**config.mk**
```make
export PLATFORM = sky130hd
export DESIGN_NAME = fetch_unit
export DESIGN_NICKNAME = d
export VERILOG_FILES = /design/src/rtl/fetch_unit.sv
export SDC_FILE = /design/constraint.sdc
export NUM_CORES = 1
export LEC_CHECK = 0
export BUFFER_PORTS_ARGS = -buffer_cell sky130_fd_sc_hd__buf_2
export CAP_MARGIN = 0
export CORE_ASPECT_RATIO = 1.25
export CORE_UTILIZATION = 30
export CTS_CLUSTER_SIZE = 30
export DETAILED_ROUTE_END_ITERATION = 8
export HOLD_SLACK_MARGIN = 0.15
export PLACE_DENSITY = 0.57
export SYNTH_ARGS = -nofsm -noshare
export SYNTH_HDL_FRONTEND = slang
export SYNTH_SLANG_ARGS = --single-unit
```
**constraint.sdc**
```tcl
create_clock -name clk_i -period 6.9 [get_ports clk_i]
set_input_delay 0.345 -clock clk_i [delete_from_list [all_inputs] [get_ports clk_i]]
set_output_delay 0.345 -clock clk_i [all_outputs]
set_load 0.02 [all_outputs]
```
**src/rtl/fetch_unit.sv**
```systemverilog
// Instruction fetch stage: request/response memory port with credit-limited
// in-order prefetch buffer, branch redirect with stale-response discard, and halt.
module fetch_unit #(
  parameter int unsigned IWIDTH    = 24,
  parameter int unsigned PWIDTH    = 16,
  parameter int unsigned PC_STEP   = 4,
  parameter int unsigned RESET_PC  = 0,
  parameter int unsigned BUF_DEPTH = 4
) (
  input  logic              clk_i,
  input  logic              rst_i,
  input  logic              halt_i,
  input  logic              redirect_i,
  input  logic [PWIDTH-1:0] redirect_pc_i,
  output logic              imem_req_o,
  output logic [PWIDTH-1:0] imem_addr_o,
  input  logic              imem_ready_i,
  input  logic              imem_rvalid_i,
  input  logic [IWIDTH-1:0] imem_rdata_i,
  output logic              valid_o,
  input  logic              ready_i,
  output logic [IWIDTH-1:0] instr_o,
  output logic [PWIDTH-1:0] pc_o,
  output logic [PWIDTH-1:0] next_pc_o
);

  localparam int unsigned CW = $clog2(BUF_DEPTH + 1);
  localparam int unsigned AW = $clog2(BUF_DEPTH);
  localparam logic [PWIDTH-1:0] STEP  = PWIDTH'(PC_STEP);
  localparam logic [PWIDTH-1:0] RST_PC = PWIDTH'(RESET_PC);

  logic [PWIDTH-1:0] fetch_pc_q, fetch_pc_d;
  logic [PWIDTH-1:0] resp_pc_q, resp_pc_d;
  logic [CW-1:0]     outstanding_q, outstanding_d;
  logic [CW-1:0]     discard_q, discard_d;
  logic [CW-1:0]     count_q, count_d;
  logic [AW-1:0]     head_q, head_d;
  logic [AW-1:0]     tail_q, tail_d;
  logic [IWIDTH-1:0] buf_instr_q [BUF_DEPTH];
  logic [IWIDTH-1:0] buf_instr_d [BUF_DEPTH];
  logic [PWIDTH-1:0] buf_pc_q [BUF_DEPTH];
  logic [PWIDTH-1:0] buf_pc_d [BUF_DEPTH];

  logic credit, fire, pop, push;

  // Credits cover both buffered entries and in-flight responses, so a
  // response that cannot be stalled always finds a free slot.
  assign credit = ({1'b0, outstanding_q} + {1'b0, count_q}) < (CW + 1)'(BUF_DEPTH);

  always_comb begin
    imem_req_o    = !rst_i && !halt_i && !redirect_i && credit;
    fire          = imem_req_o && imem_ready_i;
    pop           = (count_q != '0) && ready_i;
    push          = 1'b0;
    fetch_pc_d    = fetch_pc_q;
    resp_pc_d     = resp_pc_q;
    outstanding_d = outstanding_q;
    discard_d     = discard_q;
    count_d       = count_q;
    head_d        = head_q;
    tail_d        = tail_q;
    buf_instr_d   = buf_instr_q;
    buf_pc_d      = buf_pc_q;

    if (redirect_i) begin
      fetch_pc_d    = redirect_pc_i;
      resp_pc_d     = redirect_pc_i;
      outstanding_d = outstanding_q - CW'(imem_rvalid_i);
      discard_d     = outstanding_d;
      count_d       = '0;
      head_d        = '0;
      tail_d        = '0;
    end else begin
      if (fire) fetch_pc_d = fetch_pc_q + STEP;
      outstanding_d = outstanding_q + CW'(fire) - CW'(imem_rvalid_i);
      if (imem_rvalid_i) begin
        if (discard_q != '0) discard_d = discard_q - CW'(1);
        else                 push      = 1'b1;
      end
      if (push) begin
        buf_instr_d[tail_q] = imem_rdata_i;
        buf_pc_d[tail_q]    = resp_pc_q;
        tail_d              = tail_q + AW'(1);
        resp_pc_d           = resp_pc_q + STEP;
      end
      if (pop) head_d = head_q + AW'(1);
      count_d = count_q + CW'(push) - CW'(pop);
    end
  end

  always_ff @(posedge clk_i) begin
    if (rst_i) begin
      fetch_pc_q    <= RST_PC;
      resp_pc_q     <= RST_PC;
      outstanding_q <= '0;
      discard_q     <= '0;
      count_q       <= '0;
      head_q        <= '0;
      tail_q        <= '0;
      for (int unsigned i = 0; i < BUF_DEPTH; i++) begin
        buf_instr_q[i] <= '0;
        buf_pc_q[i]    <= RST_PC;
      end
    end else begin
      fetch_pc_q    <= fetch_pc_d;
      resp_pc_q     <= resp_pc_d;
      outstanding_q <= outstanding_d;
      discard_q     <= discard_d;
      count_q       <= count_d;
      head_q        <= head_d;
      tail_q        <= tail_d;
      buf_instr_q   <= buf_instr_d;
      buf_pc_q      <= buf_pc_d;
    end
  end

  assign imem_addr_o = fetch_pc_q;
  assign valid_o     = (count_q != '0);
  assign instr_o     = buf_instr_q[head_q];
  assign pc_o        = buf_pc_q[head_q];
  assign next_pc_o   = pc_o + STEP;

endmodule

```
==> results.md <==
* Share of synthesized area occupied by flip-flops and latches at between 40 and 50%
* Setup Viol. Count Final at 0
* Antenna-violating nets left at 0
* H-Tree Level Count at 1
* Overall die width at about 160 um
* Clock latency of the later-clocked register in the worst-skew pair at ~0.5 ns
* Via count of the routed design at between 7000 and 8000
* Kind of end point of the critical path: output pin
* Initial cell density of the core at a little under a third
* Total Wirelength at 24.2 mm
* RePlAce Congestion at between 0.7 and 0.8
* Setup WS post-layout at around 3.6 ns
* Wire length of the first global-routing pass at 38.8 mm
* Net total in the final layout at approximately 1200
* Layout overhead on the synthesized area at 18.3%
* DRC violation total after the first TritonRoute iteration at 391
* Worst hold-check path type: input pin to flip-flop
* Netlist area before placement at 0.00917 mm2
* Synthesized area divided by synthesized cell count at 8.59 um2
* Slowest CP cell: sky130_fd_sc_hd__dfxtp_4
* FMAX at ~0.30 GHz
* Worst clock skew on the final layout at between 0.01 and 0.015 ns
* Crit Path Max Fanout at 42
* Final cycle utilization of the critical path at about 48%
* Number of input and output port buffers inserted at 120
* RSZ-0062 raised after global routing: no
* Drt pass-1 iters at 5
* Final TNS setup at 0 ns
* Placement Setup Slack at 3.87 ns
* Sink count of the clock tree at 205
* Number of distinct library cells after synthesis at 49
* Bufs and invs on worst path at 1
* Initial antenna violation count at 0
* Sum of overflow across all layers after global routing at 0
* Post-Syn Nets at between 1000 and 1500
* Hold Fails Final Rpt at 0
* Num CTS Buffers at 23
* Average detailed-routed wire length per instance at between 15 and 20 um
* Die Area at between 0.03 and 0.04 mm2
* Critical setup path kind: flip-flop to output pin
* Buffers inserted during post-CTS setup optimization at 0
* Pleak at 3.93 nW
* Floorplan Core Area at ~0.03 mm2
* Number of global-route vias before repair at about 7300
* Average vias per placed instance at 4.77
* Max-cap check violation count at 0
* Category of the worst setup path launch point: flip-flop
* Largest stage delay on the critical path at 0.91 ns
* Hold_buf cts at 28
* Crit-path cells: mux4_2 -> ha_1 -> nand3_1 -> nor2_1 -> xnor2_1 -> buf_2
* Total power density per cell area at ~240 mW/mm2
* TritonCTS clock tree: yes
* Diode insertion count for antenna repair at 0
* Num ports at around 120
* Die extent in y at between 150 and 200 um
* Synthesis warning total at 0
* Result of the run: completed
* Gate count of the mapped netlist at roughly 1100
* Worst hold slack after final layout at 0.163 ns
* Arrival time reported for the critical path endpoint at between 2 and 3 ns
* Worst supply voltage drop on vdd at about 0.13 mV
* Measured slew at the worst slew-check pin at 1.12 ns
* Share of post-route cells with drive strength above 1 at 18.1%
* Clock root cell: sky130_fd_sc_hd__clkbuf_16
* Tmin final at around 3.3 ns
* Post-DP HPWL at 14.8 mm
* Total track usage at between 15 and 20%
* Worst-path clk slew at around 0.060 ns
* Count of standard-cell rows at 71
* Worst path top cell family by delay: flip-flops
* Flip-flop and latch count after synthesis at between 200 and 250
* Largest net degree at the start of global routing at ~110
* Final-report max-slew violation count at 0
* Number of DRC violations after detailed routing at 0
* Endpoint required time on the critical path at between 6 and 7 ns
* PostCTS Resize Cnt at 0
* Max clock buf depth at 3
* Slew HR at between 20% and 30%
per-layer routing:
| layer | GRT usage (%) | share of wire, % | wire [um] | up-vias |
|---|---|---|---|---|
| li1 | - | - | - | 3758 |
| met1 | 20.2 | 44 | 10600 | 3528 |
| met2 | 27.1 | 49 | 11800 | 189 |
| met3 | 2.90 | 6.0 | 1440 | 25 |
| met4 | 3.21 | 1.5 | 373 | 0 |
| met5 | 0 | 0 | 0 | - |
kinds of logic (layout without fill, tap and decap cells):
kind of cell	Yosys count	in the layout	synth area share, %
compound gates	220	220	12.9
xor+xnor	42	42	4.01
fa+ha+maj	19	19	2.76
buf+inv	108	212	5.36
flops	205	205	44.7
mux	42	42	10.0
simple gates	432	432	20.2
cell usage in the layout, fill, tap and decap left out, types with 17 or more instances in the layout:
| master | n |
|---|---|
| sky130_fd_sc_hd__xor2_1 | 19 |
| sky130_fd_sc_hd__ha_1 | 17 |
| sky130_fd_sc_hd__inv_1 | 25 |
| sky130_fd_sc_hd__dlygate4sd3_1 | 28 |
| sky130_fd_sc_hd__mux4_2 | 40 |
| sky130_fd_sc_hd__a21oi_1 | 182 |
| sky130_fd_sc_hd__xnor2_1 | 23 |
| sky130_fd_sc_hd__buf_2 | 119 |
| sky130_fd_sc_hd__nor2_1 | 22 |
| sky130_fd_sc_hd__nand2_1 | 346 |
| sky130_fd_sc_hd__clkbuf_16 | 23 |
| sky130_fd_sc_hd__dfxtp_1 | 203 |
stage by stage:
stage,utilization [%],area [um2],power (mW),std cells
CTS,36.0,10800,2.62,1573
global placement,33.0,9930,1.52,1510
global route,36.0,10800,2.70,1573
floorplan,-,9170,1.44,1068
finish,36.0,10800,2.58,1573
detailed placement,33.0,9930,1.52,1510
layout make-up:
class / instances / area (um2)
inverters: 27 / 104
well taps: 401 / 502
fillers: 3102 / 19300
flip-flops and latches: 205 / 4110
multi-input cells: 755 / 4590
repair buffers: 150 / 902
clock buffers: 34 / 637
clock inverters: 1 / 5.00
sequential cells by signal, summed over array words and instances, names as in the netlist, 3 cells and up:
signal / count
imem_addr_o: 16
resp_pc_q: 16
count_q: 3
buf_pc_q: 64
outstanding_q: 3
discard_q: 3
buf_instr_q: 96
where the power goes:
| group | internal (mW) | leakage [nW] | switching [mW] | total, mW |
|---|---|---|---|---|
| clock | 0.628 | 0.312 | 0.452 | 1.08 |
| sequential | 1.22 | 1.66 | 0.0389 | 1.26 |
| combinational | 0.0995 | 1.95 | 0.146 | 0.246 |
final timing paths:
check,startpoint,to,slack [ns],cells after the start
setup reg to reg,outstanding_q[2],outstanding_q[2],3.90,12
hold reg to reg,buf_instr_q[72],buf_instr_q[72],0.45,2
setup / recovery,head_q[0],next_pc_o[10],3.60,6
hold / removal,imem_rdata_i[19],buf_instr_q[43],0.16,3
synth_stat cells (all sizes together):
library cell	n	share of area [%]
a211oi	5	0.41
a21boi	14	1.1
a21oi	182	9.9
a31oi	3	0.20
a32oi	1	0.096
and2	11	0.80
and3	4	0.33
and4	5	0.48
buf	33	2.3
clkbuf	48	2.0
clkinv	1	0.041
dfxtp	205	45
fa	2	0.44
ha	17	2.3
inv	26	1.1
mux2i	2	0.22
mux4	40	9.8
nand2	350	14
nand2b	1	0.068
nand3	14	1.1
nand3b	2	0.16
nand4	9	0.68
nor2	23	0.97
nor3	7	0.44
nor4	3	0.60
o211ai	3	0.25
o21a	5	0.41
o21ai	4	0.22
o21bai	2	0.16
o32a	1	0.11
or2	1	0.068
or3	2	0.14
xnor2	23	2.2
xor2	19	1.8
worst reg2reg max path, cell delays in order (launching register included):
cell,delay (ns)
sky130_fd_sc_hd__dfxtp_1,0.34
sky130_fd_sc_hd__ha_1,0.22
sky130_fd_sc_hd__nor4_2,0.27
sky130_fd_sc_hd__and4_1,0.49
sky130_fd_sc_hd__inv_4,0.12
sky130_fd_sc_hd__ha_1,0.30
sky130_fd_sc_hd__inv_1,0.04
sky130_fd_sc_hd__ha_1,0.18
sky130_fd_sc_hd__fa_1,0.39
sky130_fd_sc_hd__xor2_1,0.15
sky130_fd_sc_hd__o21ai_0,0.19
sky130_fd_sc_hd__xnor2_1,0.14
sky130_fd_sc_hd__nor2_1,0.05
(Power assumes the default switching activity.)
